==> src/rtl/adder_arb_pkg.sv <==
// Shared definitions for the arbitrated adder/subtractor: FSM state
// encoding and the default requester count and datapath width.
package adder_arb_pkg;

  typedef enum logic [1:0] {
    IDLE = 2'd0,
    EXEC = 2'd1,
    DONE = 2'd2
  } state_t;

  localparam int DEF_N_REQ = 4;
  localparam int DEF_W     = 32;

endpackage

==> src/rtl/arb_add_core.sv <==
// Combinational add/subtract core with overflow, sign, zero and
// carry/borrow flags. Subtraction is done as A + ~B + 1.
module arb_add_core
  import adder_arb_pkg::*;
#(
  parameter int W = DEF_W
) (
  input  logic [W-1:0] a,
  input  logic [W-1:0] b,
  input  logic         sub,
  output logic [W-1:0] f,
  output logic         of,
  output logic         sf,
  output logic         zf,
  output logic         cf
);

  logic [W-1:0] b_eff;
  logic [W:0]   sum;

  assign b_eff = sub ? ~b : b;
  assign sum   = {1'b0, a} + {1'b0, b_eff} + {{W{1'b0}}, sub};
  assign f     = sum[W-1:0];
  assign of    = (a[W-1] == b_eff[W-1]) && (f[W-1] != a[W-1]);
  assign sf    = f[W-1];
  assign zf    = (f == '0);
  // On subtract the carry out is the inverse of a borrow.
  assign cf    = sum[W] ^ sub;

endmodule

==> src/rtl/adder_arbiter.sv <==
// Round-robin arbiter in front of a shared adder/subtractor. A granted
// requester's operands are captured, computed in EXEC, and the result is
// held in DONE until the consumer accepts it.
module adder_arbiter
  import adder_arb_pkg::*;
#(
  parameter int N_REQ = DEF_N_REQ,
  parameter int W     = DEF_W
) (
  input  logic                           clk,
  input  logic                           rst,
  input  logic [N_REQ-1:0]               req,
  input  logic [N_REQ*W-1:0]             op_a,
  input  logic [N_REQ*W-1:0]             op_b,
  input  logic [N_REQ-1:0]               op_sub,
  output logic [N_REQ-1:0]               gnt,
  output logic                           busy,
  output logic                           rsp_valid,
  input  logic                           rsp_ready,
  output logic [$clog2(N_REQ)-1:0]       rsp_id,
  output logic [W-1:0]                   rsp_f,
  output logic                           rsp_of,
  output logic                           rsp_sf,
  output logic                           rsp_zf,
  output logic                           rsp_cf
);

  localparam int IDW = $clog2(N_REQ);

  state_t         state, state_next;
  logic [IDW-1:0] ptr;
  logic [IDW-1:0] cur_id;
  logic [IDW-1:0] winner;
  logic           found;
  logic [IDW:0]   sum_idx;
  logic [W-1:0]   lat_a, lat_b;
  logic           lat_sub;
  logic           grant_fire;

  logic [W-1:0]   core_f;
  logic           core_of, core_sf, core_zf, core_cf;

  // Round-robin pick: first requester at or above ptr, wrapping to 0.
  // Scanning offsets from high to low lets the smallest offset win.
  always_comb begin
    winner  = '0;
    found   = 1'b0;
    sum_idx = '0;
    for (int k = N_REQ - 1; k >= 0; k--) begin
      sum_idx = {1'b0, ptr} + {1'b0, IDW'(k)};
      if (sum_idx >= (IDW+1)'(N_REQ)) sum_idx = sum_idx - (IDW+1)'(N_REQ);
      if (req[sum_idx[IDW-1:0]]) begin
        winner = sum_idx[IDW-1:0];
        found  = 1'b1;
      end
    end
  end

  assign grant_fire = (state == IDLE) && found && !rst;

  // State register.
  always_ff @(posedge clk or posedge rst) begin
    if (rst) state <= IDLE;
    else     state <= state_next;
  end

  // Next-state and handshake outputs; grant is only ever issued from IDLE.
  always_comb begin
    state_next = state;
    gnt        = '0;
    busy       = 1'b1;
    rsp_valid  = 1'b0;
    case (state)
      IDLE: begin
        busy = 1'b0;
        if (grant_fire) begin
          gnt        = N_REQ'(1) << winner;
          state_next = EXEC;
        end
      end
      EXEC: state_next = DONE;
      DONE: begin
        rsp_valid = 1'b1;
        if (rsp_ready) state_next = IDLE;
      end
      default: state_next = IDLE;
    endcase
  end

  // Capture the winner's operands and identity in the grant cycle.
  always_ff @(posedge clk or posedge rst) begin
    if (rst) begin
      lat_a   <= '0;
      lat_b   <= '0;
      lat_sub <= 1'b0;
      cur_id  <= '0;
    end else if (grant_fire) begin
      lat_a   <= op_a[winner*W +: W];
      lat_b   <= op_b[winner*W +: W];
      lat_sub <= op_sub[winner];
      cur_id  <= winner;
    end
  end

  arb_add_core #(.W(W)) u_core (
    .a   (lat_a),
    .b   (lat_b),
    .sub (lat_sub),
    .f   (core_f),
    .of  (core_of),
    .sf  (core_sf),
    .zf  (core_zf),
    .cf  (core_cf)
  );

  // Result registers load at the end of EXEC and otherwise keep the last result.
  always_ff @(posedge clk or posedge rst) begin
    if (rst) begin
      rsp_f  <= '0;
      rsp_of <= 1'b0;
      rsp_sf <= 1'b0;
      rsp_zf <= 1'b0;
      rsp_cf <= 1'b0;
      rsp_id <= '0;
    end else if (state == EXEC) begin
      rsp_f  <= core_f;
      rsp_of <= core_of;
      rsp_sf <= core_sf;
      rsp_zf <= core_zf;
      rsp_cf <= core_cf;
      rsp_id <= cur_id;
    end
  end

  // Priority pointer moves past the served requester once its result is taken.
  always_ff @(posedge clk or posedge rst) begin
    if (rst) begin
      ptr <= '0;
    end else if (state == DONE && rsp_ready) begin
      ptr <= (cur_id == IDW'(N_REQ - 1)) ? '0 : cur_id + IDW'(1);
    end
  end

endmodule

==> config.mk <==
export PLATFORM = sky130hd
export DESIGN_NAME = adder_arbiter
export DESIGN_NICKNAME = d
export VERILOG_FILES = /design/src/rtl/adder_arb_pkg.sv /design/src/rtl/arb_add_core.sv /design/src/rtl/adder_arbiter.sv
export SDC_FILE = /design/constraint.sdc
export NUM_CORES = 1
export LEC_CHECK = 0
export ABC_AREA = 1
export CAP_MARGIN = 20
export CORE_MARGIN = 1
export CORE_UTILIZATION = 40
export DETAILED_ROUTE_END_ITERATION = 10
export GPL_ROUTABILITY_DRIVEN = 0
export GPL_TIMING_DRIVEN = 0
export PLACE_DENSITY_LB_ADDON = 0.25
export REMOVE_ABC_BUFFERS = 1
export SLEW_MARGIN = 20
export SYNTH_ARGS = -nofsm -noshare
export SYNTH_HDL_FRONTEND = slang
export SYNTH_SLANG_ARGS = --single-unit
==> constraint.sdc <==
create_clock -name clk -period 4.9 [get_ports clk]
set_input_delay 0.98 -clock clk [delete_from_list [all_inputs] [get_ports clk]]
set_output_delay 0.98 -clock clk [all_outputs]
set_load 0.02 [all_outputs]
==> summary.txt, run 1 <==
Outcome
  – Status: completed

Floorplanning
  – Std cell rows: 54
  – Initial Utilization: 0.410
  – DIE WIDTH: about 150 microns
  – Die ar.: between 0.02 and 0.025 sq mm
  – # IOs: 311
  – Die H: 152 microns
  – Core area: about 0.022 sq mm

Critical path
  – Critical path fanouts, max: 42
  – Most used cell, CP: nand2_1
  – Crit-path leading delay family: buffers and inverters
  – FF-to-FF setup slack: approximately 1.8 ns
  – Crit Path Class: in -> out
  – Cells along the critical path: clkdlybuf4s50_1 > inv_1 > nand2_1 > o21ai_0 > or2_2 > nand2_1 > nor2_1 > nand2_1 > nand4_4 > buf_12 > buf_12 > nor3_1 > clkdlybuf4s50_1
  – CP max-delay cell: clkdlybuf4s50_1
  – Worst Path Arrival: roughly 3.8 ns
  – Critical path endpoint category: output port
  – RR Endpoint: lat_b[13]$_DFFE_PP0P_
  – RR Startpoint: ptr[0]$_DFFE_PP0P_
  – Largest stage delay on the critical path: 0.63 ns
  – Levels on crit path: 13
  – Cells on worst reg2reg path: 13
  – Data required time of the worst path: about 3.9 ns
  – Critical path launch point type: input pin
  – WP buf/inv: 5

Layout
  – Layout cells sized above 1: 0.0250
  – Fin nets: approximately 2.1k
  – Util after Layout: 0.584
  – Area grow syn2layout: 42.4%
  – # diodes: 0
  – Non-Filler Instances: between 2k and 2.5k

Global route
  – Met3 Use GR: 0.0449
  – Initial antenna violation count: 0
  – Met1 Track Usage GR: 0.328
  – Vias in the first global route: 9467
  – All-Layer GR Usage: 0.251
  – GR Layer Usage met2: 0.427
  – Largest net degree at the start of global routing: 77
  – Global-route wire length before repair: 45.7 mm
  – GR Overflow Total: 0
  – Top Usage Layer GRT: met2

Clock network
  – Total CTS buffers: 9
  – CTS root buffer: clkbuf_16
  – H-tree lvl count: 3
  – CTS Hold Buffers Added: 0
  – Max clock buf depth: 2
  – Clk Latency, worst-skew pair: around 0.36 ns
  – Clk sinks: between 100 and 150
  – Worst-path clk slew: around 0.080 ns
  – CTS tree: done

Power and ir drop
  – Pint: 4.61 mW
  – Switching Fraction: 0.562
  – Tot Pwr: between 10 and 15 mW
  – Clk network pwr share: 0.078
  – Combinational fraction of design power: 0.767
  – Seq pwr share: 0.156
  – Power per cell area: 823 mW/mm^2
  – Lkg Pwr: 6.39 nW
  – Net Sw Power: about 5.9 mW
  – Max VDD drop: 0.000531 V

Timing
  – Setup WS post-layout: ~0.17 ns
  – Max Fclk: 212 MHz
  – Clk_skew: ~0.010 ns
  – Max Slew Vio Count: 0
  – Slew margin rel.: 0.396
  – Min cycle time layout: between 4 and 5 ns
  – Worst-margin pin slew: 0.905 ns
  – Setup violators final: 0
  – RSZ-0062 raised after global routing: no
  – Hold Vio Cnt, Final: 0
  – Tcrit/Tclk final: 0.965
  – Hold slack final: about 0.48 ns

Yosys
  – Avg Cell Area, Syn: a little over 6 sq um
  – Number of synthesized register bits: about 110
  – Post-synth cell types: 31
  – Main synth FF type: dfrtp_1
  – Synth Instances: 1487
  – Post-synthesis sequential area ratio: 0.301
  – YS warnings: 0
  – Post-Synthesis Cell Area: 0.00897 sq mm
  – EDFF count, synth: 0
  – Ys async rst share: 1.00

Route
  – First-pass DRT Iterations: 5
  – Detailed-route DRC error count: 0
  – Initial DRC Count: ~520
  – WL final: 28.6 mm
  – Avg WL per Cell: between 10 and 15 microns
  – Vias per cell: between 4 and 5
  – Via Count: slightly above 10k
  – DRT antenna net count: 0

Hold path
  – Hold endpoint: rsp_id[0]$_DFFE_PP0N_
  – Worst hold path class: reg -> reg
  – Worst Hold Depth: 2
  – Hold wc startpoint: rsp_id[0]$_DFFE_PP0N_

Place
  – Port bufs: 310
  – Post-DP HPWL: slightly above 20 mm
  – Placed insts: between 2k and 2.5k
  – Pre-CTS setup slack: -0.553 ns

Flow run
  – Max-cap violations: 0
==> Yosys cell counts (3+ instances only) <==
cell type,instances,share of area
dfrtp_1,108,0.30
nand4_1,10,0.0070
a31oi_1,17,0.012
o21bai_1,3,0.0025
o21ai_1,70,0.039
buf_1,4,0.0017
a21oi_1,155,0.086
nor3_1,11,0.0061
buf_2,25,0.014
o21ai_0,23,0.013
nand2_1,678,0.28
nand3_1,44,0.025
clkbuf_1,28,0.012
xnor2_1,4,0.0039
xor2_1,33,0.032
buf_4,10,0.0084
inv_1,124,0.052
nor2_1,89,0.037
ha_1,34,0.047
==> layout make-up <==
type / count / area, sq um
well taps: 280 / 350
fillers: 2145 / 9110
clock inverters: 6 / 93.8
multi-input cells: 1187 / 5540
inverters: 126 / 509
flip-flops and latches: 108 / 2700
repair buffers: 321 / 3350
clock buffers: 10 / 239
==> worst max-delay path by stage <==
stage,start,endpoint,slack [ns]
floorplan,rst,gnt[3],-2.57
global placement,rst,gnt[3],-6.40
finish,req[1],gnt[0],0.17
CTS,req[1],gnt[1],0.02
detailed placement,req[1],gnt[1],-0.55
global route,req[1],gnt[1],0.04
==> worst reg2reg max path: cells and delay by family, from the launching register on <==
| kind | cells | cell delay, ns |
|---|---|---|
| buf+inv | 4 | 0.90 |
| compound gates | 3 | 0.51 |
| flops | 1 | 0.65 |
| simple gates | 6 | 1.04 |
==> metal layers <==
| layer | vias to the layer above | part of all wire |
|---|---|---|
| li1 | 5255 | - |
| met1 | 4612 | 0.46 |
| met2 | 282 | 0.48 |
| met3 | 16 | 0.057 |
| met4 | 0 | 0.011 |
| met5 | - | 0 |
==> timing repair <==
action / CTS / global route
cloned: 4 / 0
gates resized for setup: 9 / 6
buffers inserted: 3 / 0
endpoints found under the setup margin: 2 / 2
pin swaps: 1 / 0
==> cells in the final DEF, fill, tap and decap left out, types with 2 or more instances in the layout <==
| cell type | instances |
|---|---|
| nand3_1 | 43 |
| inv_6 | 3 |
| nand2_4 | 4 |
| xnor2_1 | 4 |
| nand2_1 | 676 |
| xor2_1 | 33 |
| buf_12 | 3 |
| inv_8 | 2 |
| buf_16 | 5 |
| buf_4 | 2 |
| nor2_1 | 88 |
| nor3_1 | 11 |
| o21ai_0 | 23 |
| nand4_1 | 10 |
| ha_1 | 34 |
| clkbuf_16 | 9 |
| a21o_1 | 2 |
| bufinv_16 | 2 |
| a31oi_1 | 17 |
| o21bai_1 | 3 |
| o21ai_1 | 70 |
| o21a_1 | 2 |
| a21oi_1 | 155 |
| o31ai_1 | 2 |
| inv_1 | 122 |
| clkdlybuf4s50_1 | 308 |
| dfrtp_1 | 107 |
==> power by group through the flow <==
stage / sequential, mW / clock [mW] / combinational (mW)
final: 1.64 / 0.819 / 8.07
after global routing: 1.69 / 0.876 / 9.11
after CTS: 1.63 / 0.835 / 8.07
after detailed placement: 1.64 / 0 / 7.75
after global placement: 1.65 / 0 / 7.59
after floorplan: 1.77 / 0 / 5.25
==> registers in the layout, indices dropped and copies added, names as in the netlist <==
register / count
rsp_zf: 1
state: 2
rsp_id: 2
lat_sub: 1
ptr: 2
rsp_cf: 1
lat_a: 32
rsp_f: 32
lat_b: 32
rsp_of: 1
cur_id: 2
==> cells by family after synthesis <==
group / synth area share
adders and majority gates: 0.0496
buffers and inverters: 0.0909
xor gates and xnor gates: 0.0379
DFF: 0.301
AOI/OAI and AO/OA: 0.158
and+or+nand+nor: 0.363
==> per-stage QoR <==
| stage | TNS, ns | area, sq um |
|---|---|---|
| after CTS | 0 | 12800 |
| after floorplan | -102.31 | 8630 |
| after detailed placement | -0.915 | 12300 |
| after global routing | 0 | 12800 |
| after global placement | -424.50 | 12100 |
| final | 0 | 12800 |
Note: power is estimated with default switching activity, not from simulation.
==> run 2: changes to the inputs <==
ABC_AREA = unset   (was 1)
==> run 2 against run 1 <==
Effect of this change: cell count fell by 17%; synthesized cell count fell by 21%; worst setup slack improved by 0.0055 ns; via count fell by 16%; register-to-register slack got worse by 1.3 ns; maximum frequency rose by 0.12%; die area fell by 9.8%; worst hold slack barely moved; clock skew rose by 0.0022 ns; global-route usage fell by 3.4 points; sequential power barely moved; critical endpoint is now gnt[2]; largest power group unchanged.
==> summary.txt, run 2 <==
Yosys
  – Simple-Gate Fraction of Synth Area: 0.314 (-0.0487)
  – Top post-synthesis cells by area: dfrtp_1 (33%), nand2_1 (12%), o21ai_0 (11%), nor2_1 (9.5%), ha_1 (5.3%)
  – EDFF count, synth: 0 (unchanged)
  – Post-synth cell types: 56 (+81%)
  – Ys async rst share: 1.00 (unchanged)
  – Synth Instances: 1168 (-21%)
  – Post-synthesis adder-cell area fraction: 0.0551 (+0.00548)
  – Mux cell area share after synthesis: 0.00573 (+0.00573)
  – Main combinational cell family by area after synthesis: simple AND/OR/NAND/NOR gates
  – Share of the synthesized area in the top cell type: 0.334 (+0.0332)
  – Yosys top cell by area: dfrtp_1
  – Main synth FF type: dfrtp_1
  – Compound-gate portion of the synthesized area: 0.180 (+0.0220)
  – Avg Cell Area, Syn: 6.92 sq um (+15%)
  – Top-count cell post-synth: nand2_1
  – Top cells by count, synth: nand2_1 (266), nor2_1 (205), o21ai_0 (170), dfrtp_1 (108), nand3_1 (75)
  – YS warnings: 0 (unchanged)
  – Post-synthesis sequential area ratio: 0.334 (+0.0332)
  – Synth Area in XOR/XNOR: 0.0661 (+0.0282)
  – Number of synthesized register bits: 108 (unchanged)
  – Post-Synthesis Cell Area: 0.00808 sq mm (-9.9%)

Clock network
  – Max clock buf depth: 2 (unchanged)
  – CTS root buffer: clkbuf_16
  – Clk Latency, worst-skew pair: 0.35 ns (about the same)
  – Total CTS buffers: 9 (unchanged)
  – H-tree lvl count: 3 (unchanged)
  – Clk sinks: 108 (unchanged)
  – CTS Hold Buffers Added: 0 (unchanged)
  – CTS tree: done
  – Worst-path clk slew: 0.07 ns (about the same)

Timing
  – Worst-margin pin slew: 0.763 ns (-0.143 ns)
  – Hold Vio Cnt, Final: 0 (unchanged)
  – Clk_skew: 0.0125 ns (+0.00218 ns)
  – Setup violators final: 0 (unchanged)
  – Max Slew Vio Count: 0 (unchanged)
  – RSZ-0062 raised after global routing: no
  – Max Fclk: 212 MHz (+0.12%)
  – Tcrit/Tclk final: 0.963 (-0.00111)
  – Min cycle time layout: 4.72 ns (-0.00546 ns)
  – Hold slack final: 0.477 ns (-0.000326 ns)
  – Total negative setup slack: 0 ns (unchanged)
  – Slew margin rel.: 0.492 (+0.0957)

Floorplanning
  – Std cell rows: 51 (-5.6%)
  – DIE WIDTH: 144 microns (-5.0%)
  – # IOs: 311 (unchanged)
  – Core area: 0.0197 sq mm (-10%)
  – Initial Utilization: 0.411 (+0.00128)
  – Die ar.: 0.0208 sq mm (-9.8%)
  – Die H: 144 microns (-5.0%)

Global route
  – Global-route wire length before repair: 36.5 mm (-20%)
  – All-Layer GR Usage: 0.217 (-0.0337)
  – Largest net degree at the start of global routing: 69 (-10%)
  – Vias in the first global route: 7927 (-16%)
  – Initial antenna violation count: 0 (unchanged)
  – GR Overflow Total: 0 (unchanged)

Power and ir drop
  – Max VDD drop: 0.000280 V (-47%)
  – Power per cell area: 715 mW/mm^2 (-13%)
  – Clk network pwr share: 0.093 (+0.015)
  – Net Sw Power: 4.16 mW (-30%)
  – Lkg Pwr: 5.23 nW (-18%)
  – Combinational fraction of design power: 0.714 (-0.053)
  – Switching Fraction: 0.490 (-0.0725)
  – Pint: 4.33 mW (-6.0%)
  – Seq pwr share: 0.193 (+0.037)

Route
  – Met3 WL: 1.17 mm (-28%)
  – Avg WL per Cell: 13.4 microns (-4.8%)
  – Initial DRC Count: 416 (-21%)
  – Met2 WL: 11.1 mm (-19%)
  – Vias per cell: 5.01 (+0.40%)
  – DRT antenna net count: 0 (unchanged)
  – M1 WL: 10.1 mm (-23%)
  – Detailed-route DRC error count: 0 (unchanged)
  – First-pass DRT Iterations: 4 (-1)
  – WL final: 22.7 mm (-21%)
  – Highest metal used: met4
  – Via Count: 8498 (-16%)

Critical path
  – Cells on worst reg2reg path: 14 (+1)
  – Largest stage delay on the critical path: 0.63 ns (about the same)
  – Crit Path Class: in -> out
  – Most used cell, CP: buf_4
  – FF-to-FF setup slack: 0.47 ns (-1.28 ns)
  – Worst Path Arrival: 3.74 ns (about the same)
  – Cells along the critical path: clkdlybuf4s50_1 > nor3b_1 > nor3_4 > buf_4 > buf_4 > buf_4 > buf_4 > nor3_1 > clkdlybuf4s50_1
  – RR Startpoint: lat_sub$_DFFE_PP0P_
  – CP max-delay cell: clkdlybuf4s50_1
  – Critical path launch point type: input pin
  – Critical path endpoint category: output port
  – Critical path fanouts, max: 13 (-69%)
  – Data required time of the worst path: 3.92 ns (about the same)
  – RR Endpoint: rsp_zf$_DFFE_PP0N_

Flow run
  – Max-cap violations: 0 (unchanged)

Hold path
  – Hold endpoint: rsp_f[12]$_DFFE_PP0N_
  – Worst Hold Depth: 2 (unchanged)
  – Hold wc startpoint: rsp_f[12]$_DFFE_PP0N_
  – Worst hold path class: reg -> reg

Layout
  – Fin nets: 1729 (-16%)
  – Post-route cell area: 0.0119 sq mm (-7.1%)
  – # diodes: 0 (unchanged)
  – Multi-input gate area: 0.00505 sq mm (-8.8%)
  – FILL cells: 1859 (-13%)
  – Layout cells sized above 1: 0.0335 (+0.00849)
  – Area grow syn2layout: 47.0%
  – Seq. cell area: 0.00270 sq mm (unchanged)
  – Commonest cells after routing, fill and taps aside: clkdlybuf4s50_1 (310), nand2_1 (266), nor2_1 (205)
  – Most common cell after layout, fill and taps aside: clkdlybuf4s50_1
  – Util after Layout: 0.604 (+0.0205)
  – Largest registers: lat_a x32, lat_b x32, rsp_f x32
  – Non-Filler Instances: 1697 (-17%)

Place
  – Placed insts: 1681 (-17%)
  – Post-DP HPWL: 17.8 mm (-14%)
  – Port bufs: 310 (unchanged)
  – Placed cell area: 0.0115 sq mm (-6.2%)

Outcome
  – Status: completed
run 2: worst max-delay path by stage:
stage / from / endpoint / slack (ns) / cells past startpoint
after CTS: req[0] / gnt[2] / 0.03 / 10
after detailed placement: req[0] / gnt[2] / 0.05 / 10
after global placement: req[2] / gnt[1] / -8.90 / 5
after global routing: req[2] / gnt[2] / 0.04 / 9
final: req[2] / gnt[2] / 0.18 / 9
after floorplan: req[2] / gnt[2] / -4.70 / 4
run 2: area by class of cell:
cell class | count | share of cell area
Clock inverter | 6 | 0.00727
Tap cell | 265 | 0.0279
Multi-Input combinational cell | 967 | 0.425
Clock buffer | 10 | 0.0201
Timing Repair Buffer | 329 | 0.287
Inverter | 12 | 0.00421
Sequential cell | 108 | 0.228
run 2: per-layer routing:
metal  GRT usage  vias up
met3      0.0331       23
met5           0        -
li1            -     4432
met4      0.0604        0
met1       0.275     3838
met2       0.382      205
run 2: repair_timing:
item                       4_1_cts  5_1_grt
setup endpoints to repair        0        1
resized for setup                0        1
setup buffers                    0        0
run 2: critical path, delay by kind of cell:
family | cells | cell delay (ns)
AND/OR/NAND/NOR | 3 | 0.80
buffers and inverters | 6 | 1.94
run 2: stage by stage:
step,power (mW),setup slack (ns)
6_report,8.49,0.179
2_1_floorplan,5.95,-4.70
4_1_cts,8.54,0.0257
5_1_grt,9.34,0.0417
3_3_place_gp,7.57,-8.90
3_5_place_dp,7.70,0.0456
run 2: power groups by stage:
stage / combinational, mW / clock (mW) / sequential [mW]
after global routing: 6.79 / 0.849 / 1.70
after detailed placement: 6.04 / 0 / 1.66
after global placement: 5.90 / 0 / 1.67
after CTS: 6.08 / 0.814 / 1.65
after floorplan: 4.15 / 0 / 1.79
final: 6.06 / 0.791 / 1.64
run 2: cell families after synthesis:
kind of cell / Yosys count
AOI/OAI and AO/OA: 261
and+or+nand+nor: 606
DFF: 108
adders and majority gates: 35
xor gates and xnor gates: 61
muxes: 4
buffers and inverters: 93
